<file path="config.mk">
export PLATFORM = sky130hd
export DESIGN_NAME = packed_intc_route_ctrl
export DESIGN_NICKNAME = d
export VERILOG_FILES = /design/src/rtl/packed_intc_route_ctrl_pkg.sv /design/src/rtl/packed_intc_cfg_ram.sv /design/src/rtl/packed_intc_route_ctrl.sv
export SDC_FILE = /design/constraint.sdc
export NUM_CORES = 2
export LEC_CHECK = 0
export CAP_MARGIN = 20
export CORE_UTILIZATION = 30
export CTS_CLUSTER_SIZE = 14
export DETAILED_ROUTE_END_ITERATION = 6
export GPL_TIMING_DRIVEN = 0
export HOLD_SLACK_MARGIN = 0.05
export SLEW_MARGIN = 5
export SYNTH_ARGS = -nofsm -noshare
export SYNTH_HDL_FRONTEND = slang
export SYNTH_MEMORY_MAX_BITS = 65536
export SYNTH_SLANG_ARGS = --single-unit
</file>
<file path="constraint.sdc">
create_clock -name clk -period 7.7 [get_ports clk]
set_clock_uncertainty 0.2 [all_clocks]
set_input_delay 0.77 -clock clk [delete_from_list [all_inputs] [get_ports clk]]
set_output_delay 0.77 -clock clk [all_outputs]
set_load 0.02 [all_outputs]
</file>
<file path="src/rtl/packed_intc_route_ctrl_pkg.sv">
// rtl/packed_intc_route_ctrl_pkg.sv - shared sizes and types for the Benes route controller
package packed_intc_route_ctrl_pkg;

  localparam int PORT_NUM   = 32;
  localparam int SWITCH_NUM = PORT_NUM / 2;
  localparam int STAGE_NUM  = 2 * $clog2(PORT_NUM) - 1;
  localparam int CFG_DEPTH  = 16;
  localparam int LEN_W      = 8;
  localparam int TAG_W      = 8;
  localparam int NET_LAT    = 12;
  localparam int ADDR_W     = $clog2(CFG_DEPTH);
  localparam int SEL_W      = STAGE_NUM * SWITCH_NUM;

  typedef logic [0:STAGE_NUM-1][0:SWITCH_NUM-1] switch_set_t;

  typedef enum logic [1:0] {
    IDLE   = 2'd0,
    LOAD   = 2'd1,
    STREAM = 2'd2
  } route_state_e;

  typedef struct packed {
    switch_set_t mod_set;
    switch_set_t slot_set;
  } cfg_entry_t;

endpackage

</file>
<file path="src/rtl/packed_intc_cfg_ram.sv">
// rtl/packed_intc_cfg_ram.sv - route config table: sync read, read-before-write, per-entry valid bits
module packed_intc_cfg_ram
  import packed_intc_route_ctrl_pkg::*;
(
  input  logic              clk,
  input  logic              rst_n,
  input  logic              wr_en,
  input  logic [ADDR_W-1:0] wr_addr,
  input  switch_set_t       wr_mod,
  input  switch_set_t       wr_slot,
  input  logic              rd_en,
  input  logic [ADDR_W-1:0] rd_addr,
  output switch_set_t       rd_mod,
  output switch_set_t       rd_slot,
  input  logic [ADDR_W-1:0] chk_addr,
  output logic              chk_valid
);

  cfg_entry_t           mem [CFG_DEPTH];
  logic [CFG_DEPTH-1:0] valid;

  always_ff @(posedge clk) begin
    if (wr_en) begin
      mem[wr_addr] <= '{mod_set: wr_mod, slot_set: wr_slot};
    end
  end

  // Read registers double as the driven selects, so they only move on rd_en.
  always_ff @(posedge clk or negedge rst_n) begin
    if (!rst_n) begin
      valid   <= '0;
      rd_mod  <= '0;
      rd_slot <= '0;
    end else begin
      if (wr_en) begin
        valid[wr_addr] <= 1'b1;
      end
      if (rd_en) begin
        rd_mod  <= mem[rd_addr].mod_set;
        rd_slot <= mem[rd_addr].slot_set;
      end
    end
  end

  assign chk_valid = valid[chk_addr];

endmodule

</file>
<file path="src/rtl/packed_intc_route_ctrl.sv">
// rtl/packed_intc_route_ctrl.sv - route request FSM, select drive and beat marker delay line
// Optional saturating statistics outputs under ROUTE_CTRL_STATS_EN.
module packed_intc_route_ctrl
  import packed_intc_route_ctrl_pkg::*;
(
  input  logic              clk,
  input  logic              rst_n,
  input  logic              cfg_we,
  input  logic [ADDR_W-1:0] cfg_addr,
  input  logic [SEL_W-1:0]  cfg_mod_set,
  input  logic [SEL_W-1:0]  cfg_slot_set,
  input  logic              req_valid,
  output logic              req_ready,
  input  logic [ADDR_W-1:0] req_id,
  input  logic [LEN_W-1:0]  req_len,
  input  logic [TAG_W-1:0]  req_tag,
  output logic [SEL_W-1:0]  o_module_select,
  output logic [SEL_W-1:0]  o_slot_select,
  output logic              o_data_valid,
  output logic [TAG_W-1:0]  o_data_tag,
  output logic              o_data_last,
  output logic              o_busy,
  output logic              o_err
`ifdef ROUTE_CTRL_STATS_EN
  ,
  output logic [31:0]       o_beat_cnt,
  output logic [15:0]       o_drop_cnt
`endif
);

  route_state_e      state;
  logic [ADDR_W-1:0] id_q;
  logic [LEN_W-1:0]  len_q;
  logic [TAG_W-1:0]  tag_q;
  logic [LEN_W-1:0]  cnt;
  logic              hit;
  logic              accept;
  logic              drop;
  logic              last_beat;

  logic              launch_valid;
  logic              launch_last;
  logic [TAG_W-1:0]  launch_tag;

  logic [NET_LAT-1:0] dl_valid;
  logic [NET_LAT-1:0] dl_last;
  logic [TAG_W-1:0]   dl_tag [NET_LAT];

  packed_intc_cfg_ram u_cfg_ram (
    .clk       (clk),
    .rst_n     (rst_n),
    .wr_en     (cfg_we),
    .wr_addr   (cfg_addr),
    .wr_mod    (cfg_mod_set),
    .wr_slot   (cfg_slot_set),
    .rd_en     (state == LOAD),
    .rd_addr   (id_q),
    .rd_mod    (o_module_select),
    .rd_slot   (o_slot_select),
    .chk_addr  (req_id),
    .chk_valid (hit)
  );

  assign accept    = req_valid & req_ready;
  assign drop      = accept & ~hit;
  assign last_beat = (cnt == len_q);

  // req_ready is registered: it is precomputed for the cycle it applies to.
  always_ff @(posedge clk or negedge rst_n) begin
    if (!rst_n) begin
      state     <= IDLE;
      req_ready <= 1'b0;
      o_err     <= 1'b0;
      id_q      <= '0;
      len_q     <= '0;
      tag_q     <= '0;
      cnt       <= '0;
    end else begin
      if (drop) begin
        o_err <= 1'b1;
      end
      case (state)
        IDLE: begin
          req_ready <= 1'b1;
          if (accept && hit) begin
            state     <= LOAD;
            req_ready <= 1'b0;
            id_q      <= req_id;
            len_q     <= req_len;
            tag_q     <= req_tag;
          end
        end
        LOAD: begin
          state     <= STREAM;
          cnt       <= '0;
          req_ready <= (len_q == '0);
        end
        STREAM: begin
          if (last_beat) begin
            if (accept && hit) begin
              state     <= LOAD;
              req_ready <= 1'b0;
              id_q      <= req_id;
              len_q     <= req_len;
              tag_q     <= req_tag;
            end else begin
              state     <= IDLE;
              req_ready <= 1'b1;
            end
          end else begin
            cnt       <= cnt + LEN_W'(1);
            req_ready <= ((cnt + LEN_W'(1)) == len_q);
          end
        end
        default: begin
          state     <= IDLE;
          req_ready <= 1'b0;
        end
      endcase
    end
  end

  assign launch_valid = (state == STREAM);
  assign launch_last  = launch_valid & last_beat;
  assign launch_tag   = launch_valid ? tag_q : '0;

  always_ff @(posedge clk or negedge rst_n) begin
    if (!rst_n) begin
      dl_valid <= '0;
      dl_last  <= '0;
      for (int i = 0; i < NET_LAT; i++) begin
        dl_tag[i] <= '0;
      end
    end else begin
      dl_valid  <= {dl_valid[NET_LAT-2:0], launch_valid};
      dl_last   <= {dl_last[NET_LAT-2:0], launch_last};
      dl_tag[0] <= launch_tag;
      for (int i = 1; i < NET_LAT; i++) begin
        dl_tag[i] <= dl_tag[i-1];
      end
    end
  end

  assign o_data_valid = dl_valid[NET_LAT-1];
  assign o_data_last  = dl_last[NET_LAT-1];
  assign o_data_tag   = dl_tag[NET_LAT-1];
  assign o_busy       = (state != IDLE) | (|dl_valid);

`ifdef ROUTE_CTRL_STATS_EN
  always_ff @(posedge clk or negedge rst_n) begin
    if (!rst_n) begin
      o_beat_cnt <= '0;
      o_drop_cnt <= '0;
    end else begin
      if (o_data_valid && (o_beat_cnt != '1)) begin
        o_beat_cnt <= o_beat_cnt + 32'd1;
      end
      if (drop && (o_drop_cnt != '1)) begin
        o_drop_cnt <= o_drop_cnt + 16'd1;
      end
    end
  end
`endif

endmodule

</file>
==> flow_metrics.py <==
metrics = {
    "outcome": {
        "outcome": "finished, final reports clean",
    },
    "cells_and_area": {
        "final_area_mm2": 0.231,
        "nFillCells": 55776,
        "drive_gt1_share_pct": 28.6,
        "final_common_cell": "edfxtp_1",
        "nNetsFinal": 9783,
        "area_delta_synth_final_pct": 22.7,
        "multi_input_area_mm2": 0.0370,
        "seq_area_mm2": 0.150,
        "layout_common_cells": "4,608 x edfxtp_1, 1,441 x mux4_2, 876 x nand2_1",
    },
    "placed_design": {
        "dpl_cell_area_mm2": 0.213,
        "post-dp-hpwl_mm": 346,
        "gp_congestion": 0.735,
        "portBuffers": 616,
        "place_ws_ns": 2.69,
    },
    "logic_synthesis": {
        "synth-seq-cells": 5064,
        "synthCells": 7912,
        "postSynthAreaPerCell_um2": 23.8,
        "syn-cell-area_mm2": 0.189,
        "syn-num-nets": 8229,
        "synthDistinctLibCells": 42,
        "yosys_warnings": 0,
        "yosysSeqAreaShare_pct": 79.4,
        "synth_edf_count": 4608,
        "synthFlopType": "edfxtp_1",
        "async_reset_ff_share_pct": 9.00,
    },
    "flow_run": {
        "cap_violations": 0,
    },
    "critical_path": {
        "crit_buf_inv": 5,
        "critPathArrivalTime_ns": 4.93,
        "worstPathRequired_ns": 8.46,
        "endpoint_kind": "flop",
        "critPathKind": "reg -> reg",
        "crit_fanout": 11,
        "critical_path.max_stage_delay_ns": 0.74,
        "crit_chain": "buf_2, buf_2, clkbuf_2, buf_12, buf_1, mux4_2, mux4_2, nand2_1, nand2_1",
        "critPathSlowestCell": "buf_2",
        "reg2reg_slack_ns": 3.52,
        "cp_top_family": "buffers and inverters",
        "startpoint_type": "flop",
    },
    "routing": {
        "via_per_inst": 4.93,
        "routedWlPerCell_um": 28.5,
        "drt-total-wl_mm": 521,
        "postRouteAntennaNets": 0,
        "drc": 0,
        "drt_pass1_iterations": 5,
        "vias": 90183,
        "initialDrtViolationCount": 9026,
    },
    "clock_network": {
        "path_clk_slew_ns": 0.06,
        "cts_tree": "yes",
        "clock_latency_ns": 1.10,
        "numCtsBuffers": 539,
        "post_cts_buffers": 0,
        "cts_max_level": 6,
        "cts.sinks": 5064,
        "cts-root-buf": "clkbuf_16",
        "cts_buffer_depth": 4,
    },
    "sta": {
        "worst_pin_slew_ns": 1.09,
        "setup_ws_ns": 3.52,
        "rsz0062_at_grt": "false",
        "slew-limit-headroom_pct": 27.1,
        "period_share_pct": 54.2,
        "fmax_mhz": 240,
        "fin_tns_setup_ns": 0,
        "slew_violations": 0,
        "setup_viol": 0,
        "timing.hold.ws_ns": 0.136,
        "period_minus_slack_ns": 4.18,
        "final_hold_viol_count": 0,
    },
    "power": {
        "p_per_area_mw_per_mm2": 348,
        "p_leak_nw": 74.9,
        "peakVddDrop_mv": 0.291,
    },
    "global_route": {
        "grt_pass1_wl_mm": 723,
        "gr-total-overflow": 0,
        "grt_use_total_pct": 16.0,
        "antenna_found_initial": 161,
        "grt_pass1_vias": 93094,
        "grt_max_degree": 120,
    },
    "hold_path": {
        "hold_path_class": "reg -> reg",
    },
    "die": {
        "ioPinCount": 617,
        "dieHeight_um": 795,
        "die_area_mm2": 0.632,
        "die_w_um": 795,
        "fp.coreArea_mm2": 0.625,
        "rows": 290,
        "start_util_pct": 30.2,
    },
}
[report_power, final]
group	internal, mW	switching, mW	total, mW
logic	10.4	11.9	22.3
registers	31.5	0.826	32.3
clock network	14.9	11.0	25.9
total	56.8	23.8	80.6
[through the flow]
step	util (%)	cells	power, mW
finish	37.0	18275	80.6
global route	37.0	18241	83.5
CTS	37.0	18220	81.6
detailed placement	34.1	17231	55.7
global placement	32.9	16850	55.2
floorplan	-	7912	46.2
[Yosys cell counts, drive strengths merged, types with 2 or more instances]
cell type / number / area, um^2
and2: 8 / 50.1
and3: 6 / 37.5
buf: 161 / 982
clkbuf: 236 / 916
dfrtp: 456 / 11400
edfxtp: 4608 / 138000
inv: 3 / 11.3
mux2: 26 / 364
mux2i: 6 / 60.1
mux4: 1445 / 32600
nand2: 876 / 3290
nand2b: 3 / 18.8
nand3: 4 / 25.0
nand3b: 2 / 15.0
nand4: 2 / 12.5
nor2: 15 / 56.3
nor3: 4 / 20.0
nor4: 6 / 37.5
or2: 16 / 100
xnor2: 10 / 87.6
xor2: 6 / 52.6
[cell families after synthesis]
logic type,Yosys count,synth area share (%)
muxes,1477,17.5
DFF,5064,79.4
AOI/OAI and AO/OA,7,0.0279
xor gates and xnor gates,16,0.0743
adders and majority gates,2,0.0119
and+or+nand+nor,946,1.96
buffers and inverters,400,1.01
[state kept, by name, indices dropped and copies added (netlist names), 4 cells and up]
register	flops
dl_tag	88
o_data_tag	8
u_cfg_ram.valid	16
dl_last	12
id_q	4
len_q	8
dl_valid	12
tag_q	8
u_cfg_ram.rd_mod	144
u_cfg_ram.rd_slot	144
u_cfg_ram.mem	4608
cnt	8
[worst reg2reg max path: stages, from the launching register on]
cell and delay, ns:
dfrtp_1 0.31, buf_2 0.37, buf_2 0.76, clkbuf_2 0.27
buf_12 0.19, buf_1 0.76, mux4_2 0.42, mux4_2 0.50
nand2_1 0.23, nand2_1 0.09
[path summary, 6_finish.rpt]
kind | start | to | cells after the start
setup reg to reg | id_q[1]$_DFFE_PN0P_ | u_cfg_ram.rd_slot[63]$_DFFE_PN0P_ | 9
max in group asynchronous | rst_n | u_cfg_ram.rd_mod[114]$_DFFE_PN0P_ | 6
min in group asynchronous | rst_n | u_cfg_ram.rd_slot[111]$_DFFE_PN0P_ | 3
hold / removal | dl_tag[21]$_DFF_PN0_ | dl_tag[13]$_DFF_PN0_ | 0
hold reg to reg | dl_tag[21]$_DFF_PN0_ | dl_tag[13]$_DFF_PN0_ | 0
setup / recovery | id_q[1]$_DFFE_PN0P_ | u_cfg_ram.rd_slot[63]$_DFFE_PN0P_ | 9
[final cells by class]
class	count	share of cell area, %
antenna	47	0.0508
sequential	5064	64.7
buffer	397	0.837
clock buffer	704	6.28
timing repair buffer	1013	6.20
inverter	3	0.00487
clock inverter	277	1.41
tap	8322	4.50
multi-input combinational	2448	16.0
[routing by layer]
layer  track usage (%)  vias up  part of all wire, %
met5                 0        -                0.080
met4              4.34       68                  2.8
met3              3.76      932                  8.3
met2              26.8     3975                   49
met1              20.9    48869                   40
li1                  -    36339                    -
[timing repair]
action,CTS,global route
hold endpoints to repair,195,0
hold buffers,8,0
resized for setup,0,0
(Power assumes the default switching activity.)
